`config.mk`:
```
export PLATFORM = sky130hd
export DESIGN_NAME = datapath_ctrl
export DESIGN_NICKNAME = d
export VERILOG_FILES = /design/src/rtl/datapath_ctrl_pkg.sv /design/src/rtl/datapath_ctrl_ireg.sv /design/src/rtl/datapath_ctrl.sv
export SDC_FILE = /design/constraint.sdc
export NUM_CORES = 1
export LEC_CHECK = 0
export CAP_MARGIN = 20
export CORE_ASPECT_RATIO = 1.1
export CORE_MARGIN = 2
export CORE_UTILIZATION = 30
export DETAILED_ROUTE_END_ITERATION = 10
export PLACE_DENSITY = 0.72
export SLEW_MARGIN = 20
export SYNTH_ARGS = -nofsm -noshare
export SYNTH_HDL_FRONTEND = slang
export SYNTH_HIERARCHICAL = 1
export SYNTH_SLANG_ARGS = --single-unit
export TNS_END_PERCENT = 1
```
`constraint.sdc`:
```
create_clock -name clk -period 3.2 [get_ports clk]
set_input_delay 0.96 -clock clk [delete_from_list [all_inputs] [get_ports clk]]
set_output_delay 0.96 -clock clk [all_outputs]
set_load 0.03 [all_outputs]
```
`src/rtl/datapath_ctrl_pkg.sv`:
```
// Shared types and encodings for the datapath sequencing controller.
package datapath_ctrl_pkg;

  typedef enum logic [2:0] {
    IDLE  = 3'd0,
    LOADA = 3'd1,
    LOADB = 3'd2,
    EXEC  = 3'd3,
    WB    = 3'd4,
    DONE  = 3'd5
  } dpc_state_t;

  localparam logic [1:0] OP_MOVI = 2'b00;
  localparam logic [1:0] OP_MOV  = 2'b01;
  localparam logic [1:0] OP_ALU  = 2'b10;
  localparam logic [1:0] OP_CMP  = 2'b11;

  localparam logic [1:0] ALU_ADD  = 2'b00;
  localparam logic [1:0] ALU_SUB  = 2'b01;
  localparam logic [1:0] ALU_AND  = 2'b10;
  localparam logic [1:0] ALU_NOTB = 2'b11;

  localparam logic [1:0] SH_NONE = 2'b00;
  localparam logic [1:0] SH_LSL  = 2'b01;
  localparam logic [1:0] SH_LSR  = 2'b10;
  localparam logic [1:0] SH_ASR  = 2'b11;

endpackage

```
`src/rtl/datapath_ctrl_ireg.sv`:
```
// Instruction field latch: captures the request fields on accept and holds
// them for the whole instruction; cleared by the asynchronous reset.
module datapath_ctrl_ireg #(
  parameter int IMM_W = 16
) (
  input  logic             clk,
  input  logic             reset_n,
  input  logic             en,
  input  logic [1:0]       op,
  input  logic [2:0]       rd,
  input  logic [2:0]       rn,
  input  logic [2:0]       rm,
  input  logic [1:0]       sh,
  input  logic [1:0]       aluop,
  input  logic [IMM_W-1:0] imm,
  output logic [1:0]       op_q,
  output logic [2:0]       rd_q,
  output logic [2:0]       rn_q,
  output logic [2:0]       rm_q,
  output logic [1:0]       sh_q,
  output logic [1:0]       aluop_q,
  output logic [IMM_W-1:0] imm_q
);

  always_ff @(posedge clk or negedge reset_n) begin
    if (!reset_n) begin
      op_q    <= '0;
      rd_q    <= '0;
      rn_q    <= '0;
      rm_q    <= '0;
      sh_q    <= '0;
      aluop_q <= '0;
      imm_q   <= '0;
    end else if (en) begin
      op_q    <= op;
      rd_q    <= rd;
      rn_q    <= rn;
      rm_q    <= rm;
      sh_q    <= sh;
      aluop_q <= aluop;
      imm_q   <= imm;
    end
  end

endmodule

```
`src/rtl/datapath_ctrl.sv`:
```
// Sequencing controller for the lab datapath: one instruction per start/ready
// handshake. Define DATAPATH_CTRL_STATUS_EN to enable the Z-flag load and CMP.
module datapath_ctrl
  import datapath_ctrl_pkg::*;
#(
  parameter int IMM_W = 16
) (
  input  logic             clk,
  input  logic             reset_n,
  input  logic             start,
  input  logic [1:0]       op,
  input  logic [2:0]       rd,
  input  logic [2:0]       rn,
  input  logic [2:0]       rm,
  input  logic [1:0]       sh_in,
  input  logic [1:0]       aluop_in,
  input  logic [IMM_W-1:0] imm,
  output logic             ready,
  output logic             done,
  output logic             vsel,
  output logic             write,
  output logic [2:0]       writenum,
  output logic [2:0]       readnum,
  output logic             loada,
  output logic             loadb,
  output logic             loadc,
  output logic             loads,
  output logic             asel,
  output logic             bsel,
  output logic [1:0]       shift,
  output logic [1:0]       ALUop,
  output logic [IMM_W-1:0] datapath_in
);

  dpc_state_t       state, state_nx;
  logic             accept;
  logic [1:0]       op_q, sh_q, aluop_q;
  logic [2:0]       rd_q, rn_q, rm_q;
  logic [IMM_W-1:0] imm_q;

  assign accept = start && (state == IDLE);

  datapath_ctrl_ireg #(.IMM_W(IMM_W)) u_ireg (
    .clk     (clk),
    .reset_n (reset_n),
    .en      (accept),
    .op      (op),
    .rd      (rd),
    .rn      (rn),
    .rm      (rm),
    .sh      (sh_in),
    .aluop   (aluop_in),
    .imm     (imm),
    .op_q    (op_q),
    .rd_q    (rd_q),
    .rn_q    (rn_q),
    .rm_q    (rm_q),
    .sh_q    (sh_q),
    .aluop_q (aluop_q),
    .imm_q   (imm_q)
  );

  always_ff @(posedge clk or negedge reset_n) begin
    if (!reset_n) state <= IDLE;
    else          state <= state_nx;
  end

  // Outputs depend only on state and latched fields; raw inputs steer only
  // the IDLE exit.
  always_comb begin
    state_nx    = state;
    ready       = 1'b0;
    done        = 1'b0;
    vsel        = 1'b0;
    write       = 1'b0;
    writenum    = '0;
    readnum     = '0;
    loada       = 1'b0;
    loadb       = 1'b0;
    loadc       = 1'b0;
    loads       = 1'b0;
    asel        = 1'b0;
    bsel        = 1'b0;
    shift       = SH_NONE;
    ALUop       = ALU_ADD;
    datapath_in = '0;
    case (state)
      IDLE: begin
        ready = 1'b1;
        if (start) begin
          case (op)
            OP_MOVI: state_nx = WB;
            OP_MOV:  state_nx = LOADB;
            OP_ALU:  state_nx = LOADA;
`ifdef DATAPATH_CTRL_STATUS_EN
            default: state_nx = LOADA;
`else
            default: state_nx = DONE;
`endif
          endcase
        end
      end
      LOADA: begin
        readnum  = rn_q;
        loada    = 1'b1;
        state_nx = LOADB;
      end
      LOADB: begin
        readnum  = rm_q;
        loadb    = 1'b1;
        state_nx = EXEC;
      end
      EXEC: begin
        shift = sh_q;
        asel  = (op_q == OP_MOV);
        loadc = (op_q != OP_CMP);
        if (op_q == OP_ALU)      ALUop = aluop_q;
        else if (op_q == OP_CMP) ALUop = ALU_SUB;
`ifdef DATAPATH_CTRL_STATUS_EN
        loads = (op_q == OP_ALU) || (op_q == OP_CMP);
`endif
        state_nx = (op_q == OP_CMP) ? DONE : WB;
      end
      WB: begin
        write    = 1'b1;
        writenum = rd_q;
        if (op_q == OP_MOVI) begin
          vsel        = 1'b1;
          datapath_in = imm_q;
        end
        state_nx = DONE;
      end
      DONE: begin
        done     = 1'b1;
        state_nx = IDLE;
      end
      default: state_nx = IDLE;
    endcase
  end

endmodule
```
# Word level (Yosys, flattened, before mapping)
# Index checks and enable logic that the tools add are counted.
# classes
eq_ne	12
mux	21
reduce_logical	4
# op_table
operator	count
$mux 16	2
$pmux 3 s5	1
$mux 1	11
$pmux 3 s3	1
$eq 2x2->1 const B	3
$eq 3x2->1 const B	2
$eq 3x3->1 const B	2
$mux 2	3
$mux 3	2
$pmux 3 s2	1
$eq 2x1->1 const B	2
$logic_not 2->1	2
$ne 2x2->1 const B	2
$eq 3x1->1 const B	1
$logic_not 3->1	1
$logic_and 1x1->1	1
# totals
register_bits	34
out_inout_bits	36
elab_cells	45

# Depth between registers and ports, before layout
# Gate-level depths: netlist of the first run.
# depth
word_depth	4
ltp_mapped	5
mapped_depth_nobuf	5

# Modules after synthesis
# The synthesis of the first run kept the hierarchy.
# modules_own_cells
module	instances	cells_each	area_each_um2	seq_area_each_um2
datapath_ctrl_ireg	1	65	1158.6	775.7
datapath_ctrl	1	65	533.0	75.1

# Least setup slack after synthesis of the first run
# Ideal clock, no wire load.
# synth_path
kind	register -> output
from	reg state[2]
to	out asel
t_arrival_ps	1511
slack_ps	729
path_stages_with_launch	4
n_path_buf	1
path_cell_list	dfrtp_1 buf_2 nand3b_1 nor3b_1
# synth_between
elab_chain_len	2
# synth_lines
item	line	source
from (decl)	datapath_ctrl.sv:35	dpc_state_t state, state_nx;
from (signal assigned)	datapath_ctrl.sv:65	else state <= state_nx;
$eq 3x2->1	datapath_ctrl.sv:87	case (state)
$mux 1	datapath_ctrl.sv:87	
to (decl)	datapath_ctrl.sv:28	output logic asel,
# Every way passes these cells.

# Final worst setup path of the first run
# layout_path
from	reg state[1]
to	out readnum[2]
# layout_between
elab_chain_len	2
# layout_lines
item	line	source
$eq 3x2->1 / $eq 3x1->1 (equally long branches)	datapath_ctrl.sv:87	
$pmux 3 s2 *	datapath_ctrl.sv:87	
to (decl)	datapath_ctrl.sv:23	output logic [2:0] readnum,
# Every way passes the cells marked *; elsewhere a longest branch is shown, timed or not.

==> reports/results.txt, run 1 <==
The floorplan step defined a die boundary enclosing 0.00626 mm². The repair_antennas step left the layout with diodes totalling 0. The area taken by flip-flops and latches was 851 µm². The tools report the launch point of the worst path as state[1]$_DFFE_PN0P_. The filler cell count was 524.

The TritonCTS sink count was 34. The signal on the critical path passes through nor3b_2, a22o_1, clkdlybuf4s50_1. At the pin with the least slew margin, the transition time is 0.754 ns. For this run, the leading register cell type out of synthesis is dfrtp_1. After synthesis, the cell types taking the most area are dfrtp_1 50%, mux2_2 21%, and2_4 4.7%, and2_1 4.1%, buf_6 3.3%. The synthesized design contains 34 register bits. The antenna violation net count after detailed routing came out at 0. Counting flops with an async set or reset pin after synthesis yields a share of 100%. Number of global-route vias before repair: 1167. The mapped netlist covers 0.00169 mm². The run finished with clean final reports. The final-report max-slew violation count came out at 0. In this run the deepest clock path goes through 2 buffers. The post-CTS setup buffer count is 0. TritonCTS built the clock tree.

Number of hold violations in the final report: 0. The total congestion overflow after global routing came out at 0. Setup violations remaining at the end of the flow were counted as 0. Summed over its instances, the top area cell type makes up 50.3% of the synthesized netlist area. Element type at the critical path end: a primary output.

The wire length reported by the detailed router was 3560 µm. The min-delay analysis places its worst path in the category reg -> reg. Of all cell types, the one taking the most synthesized area is dfrtp_1. The synthesized netlist contains 26 unique library cells.

The height of the die works out to 82.8 µm. The first-pass iteration count of the detailed router was 3; the level count of the clock H-tree was 2. Across the routed clock network, the largest skew measured is 0.00637 ns.

The DRC violation total after the first TritonRoute iteration is 19. The run gives 0 as the hold-fix buffer count after cts. Dividing total power by cell area gives a power density of 802 mW/mm².

Of all nets on the critical path, the largest fanout is 13. The time the final worst path needs with I/O delays and setup was 3.06 ns. Across every metal layer, demand over resource in global routing totals 11.9%. Synthesis produced 130 cells. Timing would allow up to 327 MHz. The clock input transition at the sequential cells of the worst setup and hold paths works out to 0.06 ns. The area growth from synthesis to final layout came out at 48.7%. The tools report the count of max-cap constraint violations as 0. Summed over all cells, the static leakage comes to 0.00134 µW.

At the placement stage, the worst setup path has a slack of 0.328 ns. For the worst setup path, the data arrival time is 2.10 ns. The fraction of layout cells with a size suffix above 1 came out at 27.3%.

The wire length per cell was 13.0 µm; the setup TNS after final layout was 0 ns. Startpoint kind of the worst setup timing path: a flip-flop. The slowest stage of the critical path is the clkdlybuf4s50_1 cell. The critical setup path kind is reg -> out. The total of buffers placed on input and output ports was 67. Setup repair after global routing left no endpoint under its margin. The wire-length estimate of the detail-placed layout is 2560 µm. At the worst endpoint, the required time is 2.24 ns. The source of the worst hold timing path was u_ireg/sh_q[0]$_DFFE_PN0P_. Dividing the final minimum period by the clock period gives 95.6%. The post-synthesis area per instance came out at 13.0 µm².

In this run the standard cell core region covers 0.00540 mm². The floorplan step set the die width to 75.6 µm. The via density per instance was 4.36.

The worst-case IR drop observed on VDD is 0.410 mV. Summing all multi-input logic gate instances after layout gives 748 µm². TritonCTS created 5 clock buffers.

The first global-routing pass estimated 5490 µm of wire. In this run, synthesis inferred 0 flip-flops with an integrated enable. The tools report the number of antenna violations at the first check in global routing as 0. For the total via count in the routed design, the log shows 1191. The root buffer cell chosen for the clock tree is clkbuf_8.

Yosys printed 6 warnings. The logs give 35 for the maximum number of pins on one net before global-route repair and 234 for the total number of nets in the final design. The floorplan has 28 rows.

For this run, the share of the core covered by cells in the final layout is 46.6%. The logs give 49.7% for the headroom to the max-slew limit and 31.4% for the initial core utilization. The tools report the residual DRC count as 0. The latest clock arrival within the worst-skew pair is 0.28 ns.

Setup slack closes at 0.141 ns. Routability-driven placement finished with a final weighted congestion of 0.648. The largest single stage delay on the critical path is 0.66 ns.

For this design the top-level I/O count stands at 70. The startpoint identified for the worst register-to-register timing path is state[1]$_DFFE_PN0P_. After synthesis, flip-flops and latches occupy 50.3% of the total area.
[registers in the layout, indices dropped and copies added (netlist names)]
name,flops
u_ireg/rm_q,3
u_ireg/rd_q,3
u_ireg/op_q,2
u_ireg/imm_q,16
u_ireg/aluop_q,2
u_ireg/sh_q,2
u_ireg/rn_q,3
state,3
[final cells by class]
cell class	count	area share, %
sequential	34	33.8
multi-input combinational	85	29.8
timing repair buffer	69	28.8
tap	75	3.73
clock buffer	7	3.43
inverter	2	0.299
clock inverter	1	0.199
[through the flow]
step	instance area, µm²	hold slack (ns)	power (µW)	instances
finish	2510	0.500	2020	273
global route	2510	0.526	2160	273
CTS	2470	0.503	2060	273
detailed placement	2380	0.488	1720	265
global placement	2380	0.480	1700	265
floorplan	1700	0.470	1440	131
[what timing repair did]
| item | in CTS | in global routing |
|---|---|---|
| setup endpoints to repair | 0 | 17 |
| hold endpoints to repair | 0 | 0 |
| gates resized for setup | 0 | 17 |
[power by group]
part	leakage, µW	internal, µW	total (µW)	switching [µW]
Clock	0.0000482	173	322	148
Sequential	0.000404	650	809	159
Combinational	0.000884	478	886	408
[logic make-up (layout without fill, tap and decap cells)]
logic type | Yosys count | in the layout | share of synthesized area (%)
buffers and inverters | 12 | 79 | 5.70
AND/OR/NAND/NOR | 39 | 39 | 16.5
AO/OA/AOI/OAI | 10 | 10 | 4.44
adder cells (fa/ha/maj) | 3 | 3 | 2.22
flip-flops | 34 | 34 | 50.3
multiplexers | 31 | 31 | 20.6
other | 1 | 2 | 0.222
[cells in the mapped netlist, drive strengths merged, types with 2 or more instances]
cell,n
and3b,2
and2,20
and3,4
nor2,4
inv,2
dfrtp,34
ha,3
buf,10
a211oi,2
a22o,3
a21oi,2
nor3,2
mux2,31
nor3b,4
[path summary, 6_finish.rpt]
| path | endpoint | slack, ns | cells past startpoint |
|---|---|---|---|
| max reg2reg | u_ireg/rm_q[1]$_DFFE_PN0P_ | 1.38 | 4 |
| max in group asynchronous | u_ireg/op_q[1]$_DFFE_PN0P_ | 1.98 | 1 |
| min | u_ireg/sh_q[0]$_DFFE_PN0P_ | 0.50 | 1 |
| min in group asynchronous | u_ireg/rm_q[2]$_DFFE_PN0P_ | 0.75 | 1 |
| min reg2reg | u_ireg/sh_q[0]$_DFFE_PN0P_ | 0.50 | 1 |
| max | readnum[2] | 0.14 | 3 |
[critical path, delay by kind of cell (launching register included)]
family	cells	cell delay [ns]
buffers and inverters	1	0.66
AOI/OAI and AO/OA	1	0.20
DFF	1	0.56
and+or+nand+nor	1	0.39
[per-layer routing]
layer,part of all wire (%),up-vias,track usage (%)
met5,0,-,0
met4,1.2,0,3.68
met3,8.6,7,4.85
met2,46,52,19.2
met1,45,551,14.4
li1,-,581,-
[cell usage in the layout (no fill, tap or decap), types with 3 or more instances in the layout]
| cell type | instances |
|---|---|
| nor2_1 | 3 |
| dfrtp_1 | 34 |
| clkbuf_8 | 6 |
| a22o_1 | 3 |
| dlymetal6s2s_1 | 17 |
| ha_1 | 3 |
| and2_1 | 11 |
| nor3b_2 | 3 |
| and3_1 | 4 |
| mux2_2 | 31 |
| and2_4 | 9 |
| clkdlybuf4s50_1 | 49 |
No activity file was read; power rests on OpenSTA's default activity.
==> run 2, diff against run 1 <==
--- a/config.mk
+++ b/config.mk
@@ -11,6 +11,7 @@
 export CORE_UTILIZATION = 30
 export DETAILED_ROUTE_END_ITERATION = 10
 export PLACE_DENSITY = 0.72
+export RECOVER_POWER = 50
 export SLEW_MARGIN = 20
 export SYNTH_ARGS = -nofsm -noshare
 export SYNTH_HDL_FRONTEND = slang
==> run 2 against run 1 <==
  * The run now ends with capacitance limit, slew limit left
  * Clock power hardly changed
  * Via count unchanged
  * Worst setup slack gained 0.0015 ns
  * Critical path type unchanged
  * Highest routed layer unchanged
==> reports/results.txt, run 2 (synthesized netlist as in run 1, its figures left out) <==
The required time reported for the critical path endpoint came out at 2.24 ns (about the same). The number of cells on the worst hold path came out at 1 (unchanged). Final clock period utilization by the worst path: 95.5% (about the same). The logs give 0 (unchanged) for the number of antenna cells inserted and 3 (unchanged) for the first-pass iteration count of the detailed router.

The run gives 234 (unchanged) as the total number of nets in the final design. The CTS buffer count is 5 (unchanged), and the height of the die is 82.8 µm (unchanged). The clock input transition at the sequential cells of the worst setup and hold paths was 0.06 ns (about the same); the number of buffers on the longest clock path was 2 (unchanged).

The run gives 0 (unchanged) as the antenna violation net count after detailed routing. Traced cell by cell, the critical path runs through nor3b_2, a22o_1, clkdlybuf4s50_1. The total of buffers placed on input and output ports is 67 (unchanged), and the post-placement worst setup slack is 0.328 ns (unchanged). The filler cell count is 524 (unchanged). STA classifies the critical path startpoint as a flip-flop. The top cell types in the final layout, fill and taps aside, are 47 x clkdlybuf4s50_1, 34 x dfrtp_1, 31 x mux2_2. The setup TNS after final layout is 0 ns (unchanged), and the half-perimeter wire length after detailed placement is 2560 µm (unchanged).

The logs give 0 (unchanged) for the residual DRC count and 2.10 ns (about the same) for the arrival time of data at the critical path endpoint. The fraction of layout cells with a size suffix above 1 was 26.8% (-0.51 points); the worst vdd rail ir drop was 0.411 mV (about the same). The startpoint identified for the worst register-to-register timing path is state[1]$_DFFE_PN0P_. The run finished, with violations left. The run gives 0 (unchanged) as the hold-fix buffer count after cts. The tools report the maximum clock frequency as 327 MHz (about the same).

The worst setup path is captured at a primary output. TritonCTS built the clock tree. The placeable core region came out at 0.00540 mm² (unchanged). The tools report the top-level I/O count as 70 (unchanged). Setup repair after global routing left no endpoint under its margin.

The initial core utilization was 31.4% (unchanged). The total congestion overflow after global routing was 0 (unchanged). The final reports fail on capacitance limit, slew limit. The tools report the final worst clock skew as 0.00633 ns (-0.0000355 ns). The number of instances in the placed design came out at 265 (unchanged). On the critical path, the stage with the largest delay is an instance of clkdlybuf4s50_1.

Static leakage power: 0.00133 µW (-0.22%). The count of max-cap constraint violations is 1 (+1). The tools report the source of the worst hold timing path as u_ireg/sh_q[0]$_DFFE_PN0P_. The endpoint identified for the worst register-to-register timing path is u_ireg/rm_q[1]$_DFFE_PN0P_. From synthesis to final layout, the design area changed by 48.4%. The final worst setup slack was 0.143 ns (+0.00153 ns); the total track usage was 11.9% (unchanged). The biggest cell delay along the critical path was 0.66 ns (about the same); the wire length of the first global-routing pass was 5490 µm (unchanged). Number of global-route vias before repair: 1167 (unchanged).

The time the final worst path needs with I/O delays and setup was 3.06 ns (-0.00153 ns). The footprint of the multi-input gates was 748 µm² (unchanged); the power density of the placed cells was 802 mW/mm² (about the same). Via density per instance: 4.36 (unchanged). The transition time of the tightest slew-check pin is 1.80 ns (+1.05 ns).

For the level count of the clock H-tree, the log shows 2 (unchanged). The cell row count is 28 (unchanged), and the peak fanout along the critical path is 13 (unchanged). The run gives 3560 µm (about the same) as the wire length reported by the detailed router. The buffer type at the clock tree root was clkbuf_8. The register-to-register path setup slack came out at 1.10 ns (-0.28 ns). The x dimension of the die was 75.6 µm (unchanged); the DRC violation total after the first TritonRoute iteration was 19 (unchanged). The tools report the final count of negative-setup-slack endpoints as 0 (unchanged). The total via count in the routed design came out at 1191 (unchanged). The headroom to the max-slew limit was -20.1% (-70 points); the TritonCTS sink count was 34 (unchanged). Wire length per cell: 13.0 µm (about the same). The final-report max-slew violation count is 35 (+35). Leaving out fill and tap cells, the most frequent cell in the layout is clkdlybuf4s50_1.

The placer's final routability congestion estimate is 0.648 (unchanged), and the die outline area is 0.00626 mm² (unchanged). The number of hold violations in the final report is 0 (unchanged). Number of antenna violations at the first check in global routing: 0 (unchanged).

The latest clock arrival within the worst-skew pair came out at 0.28 ns (about the same). The worst hold path belongs to the class reg -> reg. The flip-flop count of the largest register after layout is 16 (unchanged), and the number of cells on the worst reg-to-reg path is 4 (unchanged).

The power consumption was 2010 µW (-0.11%). Maximum number of pins on one net before global-route repair: 35 (unchanged). For hold timing, the worst endpoint is u_ireg/sh_q[0]$_DFFE_PN0P_.

The register with the most flip-flops in the final layout is u_ireg/imm_q. The critical setup path kind is reg -> out. The count of placed standard cells in the final layout, fillers left out was 273 (unchanged); the area taken by flip-flops and latches was 851 µm² (unchanged).
## run 2: metal layers
| layer | vias up | GRT usage [%] | part of all wire (%) | wire length (µm) |
|---|---|---|---|---|
| li1 | 582 | - | - | - |
| met2 | 52 | 19.2 | 46 | 1620 |
| met3 | 7 | 4.85 | 8.6 | 307 |
| met5 | - | 0 | 0 | 0 |
| met4 | 0 | 3.68 | 1.2 | 44 |
| met1 | 550 | 14.4 | 45 | 1590 |
## run 2: area by class of cell
cell class	instances	share of cell area (%)
tap	75	3.74
sequential	34	33.9
clock inverter	1	0.199
clock buffer	7	3.44
timing repair buffer	69	28.6
inverter	2	0.299
multi-input combinational	85	29.8
## run 2: what timing repair did
item / CTS / global route
buffers inserted: 0 / 0
setup endpoints to repair: 0 / 17
gates resized for setup: 0 / 17
## run 2: how the worst max path moves through the flow
stage,end,slack [ns],startpoint,depth (start not counted)
finish,readnum[2],0.14,state[1]$_DFFE_PN0P_,3
CTS,datapath_in[0],0.02,state[1]$_DFFE_PN0P_,5
detailed placement,datapath_in[0],0.33,state[1]$_DFFE_PN0P_,5
floorplan,asel,0.73,state[2]$_DFFE_PN0P_,3
global route,readnum[1],0.001,state[1]$_DFFE_PN0P_,3
global placement,datapath_in[0],0.38,state[1]$_DFFE_PN0P_,5
## run 2: per-stage QoR
stage | hold slack, ns | instance area (µm²) | utilization [%]
after floorplan | 0.470 | 1700 | -
after global placement | 0.480 | 2380 | 44.1
after detailed placement | 0.488 | 2380 | 44.1
after CTS | 0.503 | 2470 | 45.8
after global routing | 0.526 | 2510 | 46.5
final | 0.501 | 2510 | 46.5
## run 2: where the power goes
part | switching (µW) | total [µW] | internal, µW
Combinational | 407 | 884 | 477
Clock | 148 | 322 | 173
Sequential | 159 | 809 | 650
## run 2: worst max-delay path: cells and delay by family, from the launching register on
kind                   cells  cell delay (ns)
buffers and inverters      1             0.66
AOI/OAI and AO/OA          1             0.20
and+or+nand+nor            1             0.39
DFF                        1             0.56
==> run 3, diff against run 2 <==
--- a/config.mk
+++ b/config.mk
@@ -10,6 +10,7 @@
 export CORE_MARGIN = 2
 export CORE_UTILIZATION = 30
 export DETAILED_ROUTE_END_ITERATION = 10
+export GPL_TIMING_DRIVEN = 1
 export PLACE_DENSITY = 0.72
 export RECOVER_POWER = 50
 export SLEW_MARGIN = 20
==> constraint.sdc (replaced) <==
create_clock -name clk -period 3.75 [get_ports clk]
set_input_delay 1.125 -clock clk [delete_from_list [all_inputs] [get_ports clk]]
set_output_delay 1.125 -clock clk [all_outputs]
set_load 0.03 [all_outputs]
==> run 3 against run 2 <==
  * The run still ends with capacitance limit, slew limit left
  * Non-clock buffer count is 1 lower
  * Combinational power is 14% lower
  * Sequential power fell by 14%
  * Global-route usage is 0.10 points lower
==> reports/results.txt, run 3 (synthesized netlist as in run 1, its figures left out) <==
The number of buffers on the longest clock path came out at 2 (unchanged). Arrival time of data at the critical path endpoint: 3.53 ns (+1.43 ns). For hold timing, the worst endpoint is u_ireg/imm_q[5]$_DFFE_PN0P_.

In the layout the commonest cells are 64 x clkdlybuf4s50_1, 34 x dfrtp_1, 31 x mux2_2. The static leakage power is 0.00100 µW (-25%), and the required time reported for the critical path endpoint is 3.90 ns (+1.66 ns). The antenna violation net count after detailed routing is 0 (unchanged), and the clock input transition at the sequential cells of the worst setup and hold paths is 0.06 ns (about the same). The total congestion overflow after global routing was 0 (unchanged); the via density per instance was 4.39 (+0.52%). The wire length of the first global-routing pass is 5420 µm (-1.4%), and the level count of the clock H-tree is 2 (unchanged). The top-level I/O count is 70 (unchanged). Number of cells on the worst hold path: 1 (unchanged). The headroom to the max-slew limit is -20.3% (-0.16 points). The power density of the placed cells is 699 mW/mm² (-13%).

Setup repair after global routing left no endpoint under its margin. The run gives 233 (-0.43%) as the total number of nets in the final design. The wire length per cell works out to 12.9 µm (-0.96%). The startpoint kind of the worst setup timing path is an input pin. The post-CTS setup buffer count was 0 (unchanged); the total of buffers placed on input and output ports was 67 (unchanged).

Number of hold violations in the final report: 0 (unchanged). TritonCTS built the clock tree. The count of placed standard cells in the final layout, fillers left out was 270 (-1.1%); the register-to-register path setup slack was 1.02 ns (-0.08 ns).

The total via count in the routed design came out at 1184 (-0.59%). By startpoint and endpoint, the worst setup path is classified as in -> reg. The worst hold path belongs to the class reg -> reg. The worst setup path is captured at a flip-flop. The root buffer cell chosen for the clock tree is clkbuf_8.

The total track usage was 11.8% (-0.10 points); the placeable core region was 0.00540 mm² (unchanged). The area growth from synthesis to final layout was 45.0%; the final count of negative-setup-slack endpoints was 0 (unchanged). The half-perimeter wire length after detailed placement is 2570 µm (+0.32%). The number of global-route vias before repair is 1132 (-3.0%). The tools report the number of antenna violations at the first check in global routing as 0 (unchanged). The run gives 0 (unchanged) as the number of antenna cells inserted. The latest clock arrival within the worst-skew pair was 0.27 ns (about the same); the DRC violation total after the first TritonRoute iteration was 20 (+1). The time the final worst path needs with I/O delays and setup is 3.38 ns. The height of the die came out at 82.8 µm (unchanged). Among cell families on the critical path, the largest total delay comes from buffers and inverters. The placer's final routability congestion estimate was 0.704 (+8.8%); the setup TNS after final layout was 0 ns (unchanged). The flip-flop count of the largest register after layout was 16 (unchanged). For the cell area after layout, the log shows 0.00245 mm² (-2.3%). The biggest cell delay along the critical path works out to 1.21 ns (+0.55 ns). The maximum number of pins on one net before global-route repair is 35 (unchanged). Cell count along the critical path: 4 (+1).

Based on the critical path, the design can be clocked at up to 296 MHz. The run gives 0.00626 mm² (unchanged) as the die outline area. The final clock period utilization by the worst path works out to 90.1%. Worst vdd rail ir drop: 0.396 mV (-3.7%). Wire length reported by the detailed router: 3490 µm (-2.1%). The tools report the terminus of the critical flop-to-flop path as u_ireg/imm_q[7]$_DFFE_PN0P_. The tools report the first-pass iteration count of the detailed router as 2 (-1).

The critical path goes through dlygate4sd3_1, and2_1, clkbuf_1, mux2_2. The peak fanout along the critical path is 31 (+18), and the initial core utilization is 31.4% (unchanged). The residual DRC count was 0 (unchanged). The final reports fail on capacitance limit, slew limit.

The placement-stage cell area came out at 0.00237 mm² (-0.31%). The fraction of layout cells with a size suffix above 1 was 26.2% (-0.61 points); the transition time of the tightest slew-check pin was 1.80 ns (+0.00238 ns). The register ranked first by flip-flop count was u_ireg/imm_q. The critical path buffer and inverter count was 2 (+1); the number of cells on the worst reg-to-reg path was 4 (unchanged).

The master of the slowest instance on the critical path was clkbuf_1. The x dimension of the die was 75.6 µm (unchanged); the utilization after layout was 45.5% (-1.1 points). The library cell used most frequently in the layout, excluding fill and tap cells, is clkdlybuf4s50_1. The tools report the final-report max-slew violation count as 67 (+91%). The startpoint identified for the worst register-to-register timing path is state[1]$_DFFE_PN0P_. Tracing the worst setup path back leads to its startpoint at start. The number of instances in the placed design is 264 (-0.38%). For the final worst clock skew, the log shows 0.00422 ns (-0.00211 ns). For the count of max-cap constraint violations, the log shows 2 (+1). The run finished, with violations left. The TritonCTS sink count was 34 (unchanged); the cell row count was 28 (unchanged). The tools report the CTS buffer count as 5 (unchanged).

The worst hold path begins at u_ireg/imm_q[5]$_DFFE_PN0P_.
[run 3: routing by layer]
layer / global-route usage, % / vias up / wire [µm] / part of all wire (%)
met3: 4.37 / 4 / 289 / 8.3
met5: 0 / - / 0 / 0
li1: - / 575 / - / -
met1: 14.7 / 553 / 1550 / 44
met2: 19.0 / 52 / 1630 / 47
met4: 3.68 / 0 / 19 / 0.55
[run 3: area by class of cell]
| class | count | area [µm²] |
|---|---|---|
| fillers | 531 | 2940 |
| flip-flops and latches | 34 | 851 |
| multi-input cells | 85 | 749 |
| repair buffers | 68 | 668 |
| well taps | 75 | 93.8 |
| clock buffers | 6 | 82.6 |
| inverters | 2 | 7.51 |
[run 3: how the worst max path moves through the flow]
stage | endpoint | slack, ns
floorplan | asel | 1.11
global placement | datapath_in[11] | 0.54
detailed placement | datapath_in[0] | 0.45
CTS | datapath_in[0] | 0.14
global route | u_ireg/rm_q[2]$_DFFE_PN0P_ | 0.20
finish | u_ireg/imm_q[7]$_DFFE_PN0P_ | 0.37
[run 3: metrics by stage]
step	hold WS, ns	power (µW)	setup slack [ns]
4_1_cts	0.506	1750	0.140
2_1_floorplan	0.470	1230	1.11
3_3_place_gp	0.481	1450	0.535
3_5_place_dp	0.491	1480	0.448
6_report	0.502	1710	0.372
5_1_grt	0.527	1840	0.201
[run 3: worst register-to-register path, cell delays in order, from the launching register on]
cell and delay [ns]:
dfrtp_1 0.52, nor3_1 0.27, and2_1 0.15, clkbuf_1 1.21, mux2_2 0.46
[run 3: power by group]
group | leakage (µW) | switching (µW) | total, µW | internal [µW]
Sequential | 0.000404 | 139 | 694 | 555
Combinational | 0.000557 | 347 | 758 | 411
Clock | 0.0000431 | 119 | 261 | 141
Total | 0.00100 | 606 | 1710 | 1110
[run 3: repair_timing]
action / 4_1_cts / 5_1_grt
hold endpoints to repair: 0 / 0
hold buffers: 0 / 0
endpoints found under the setup margin: 0 / 12
gates resized for setup: 0 / 1
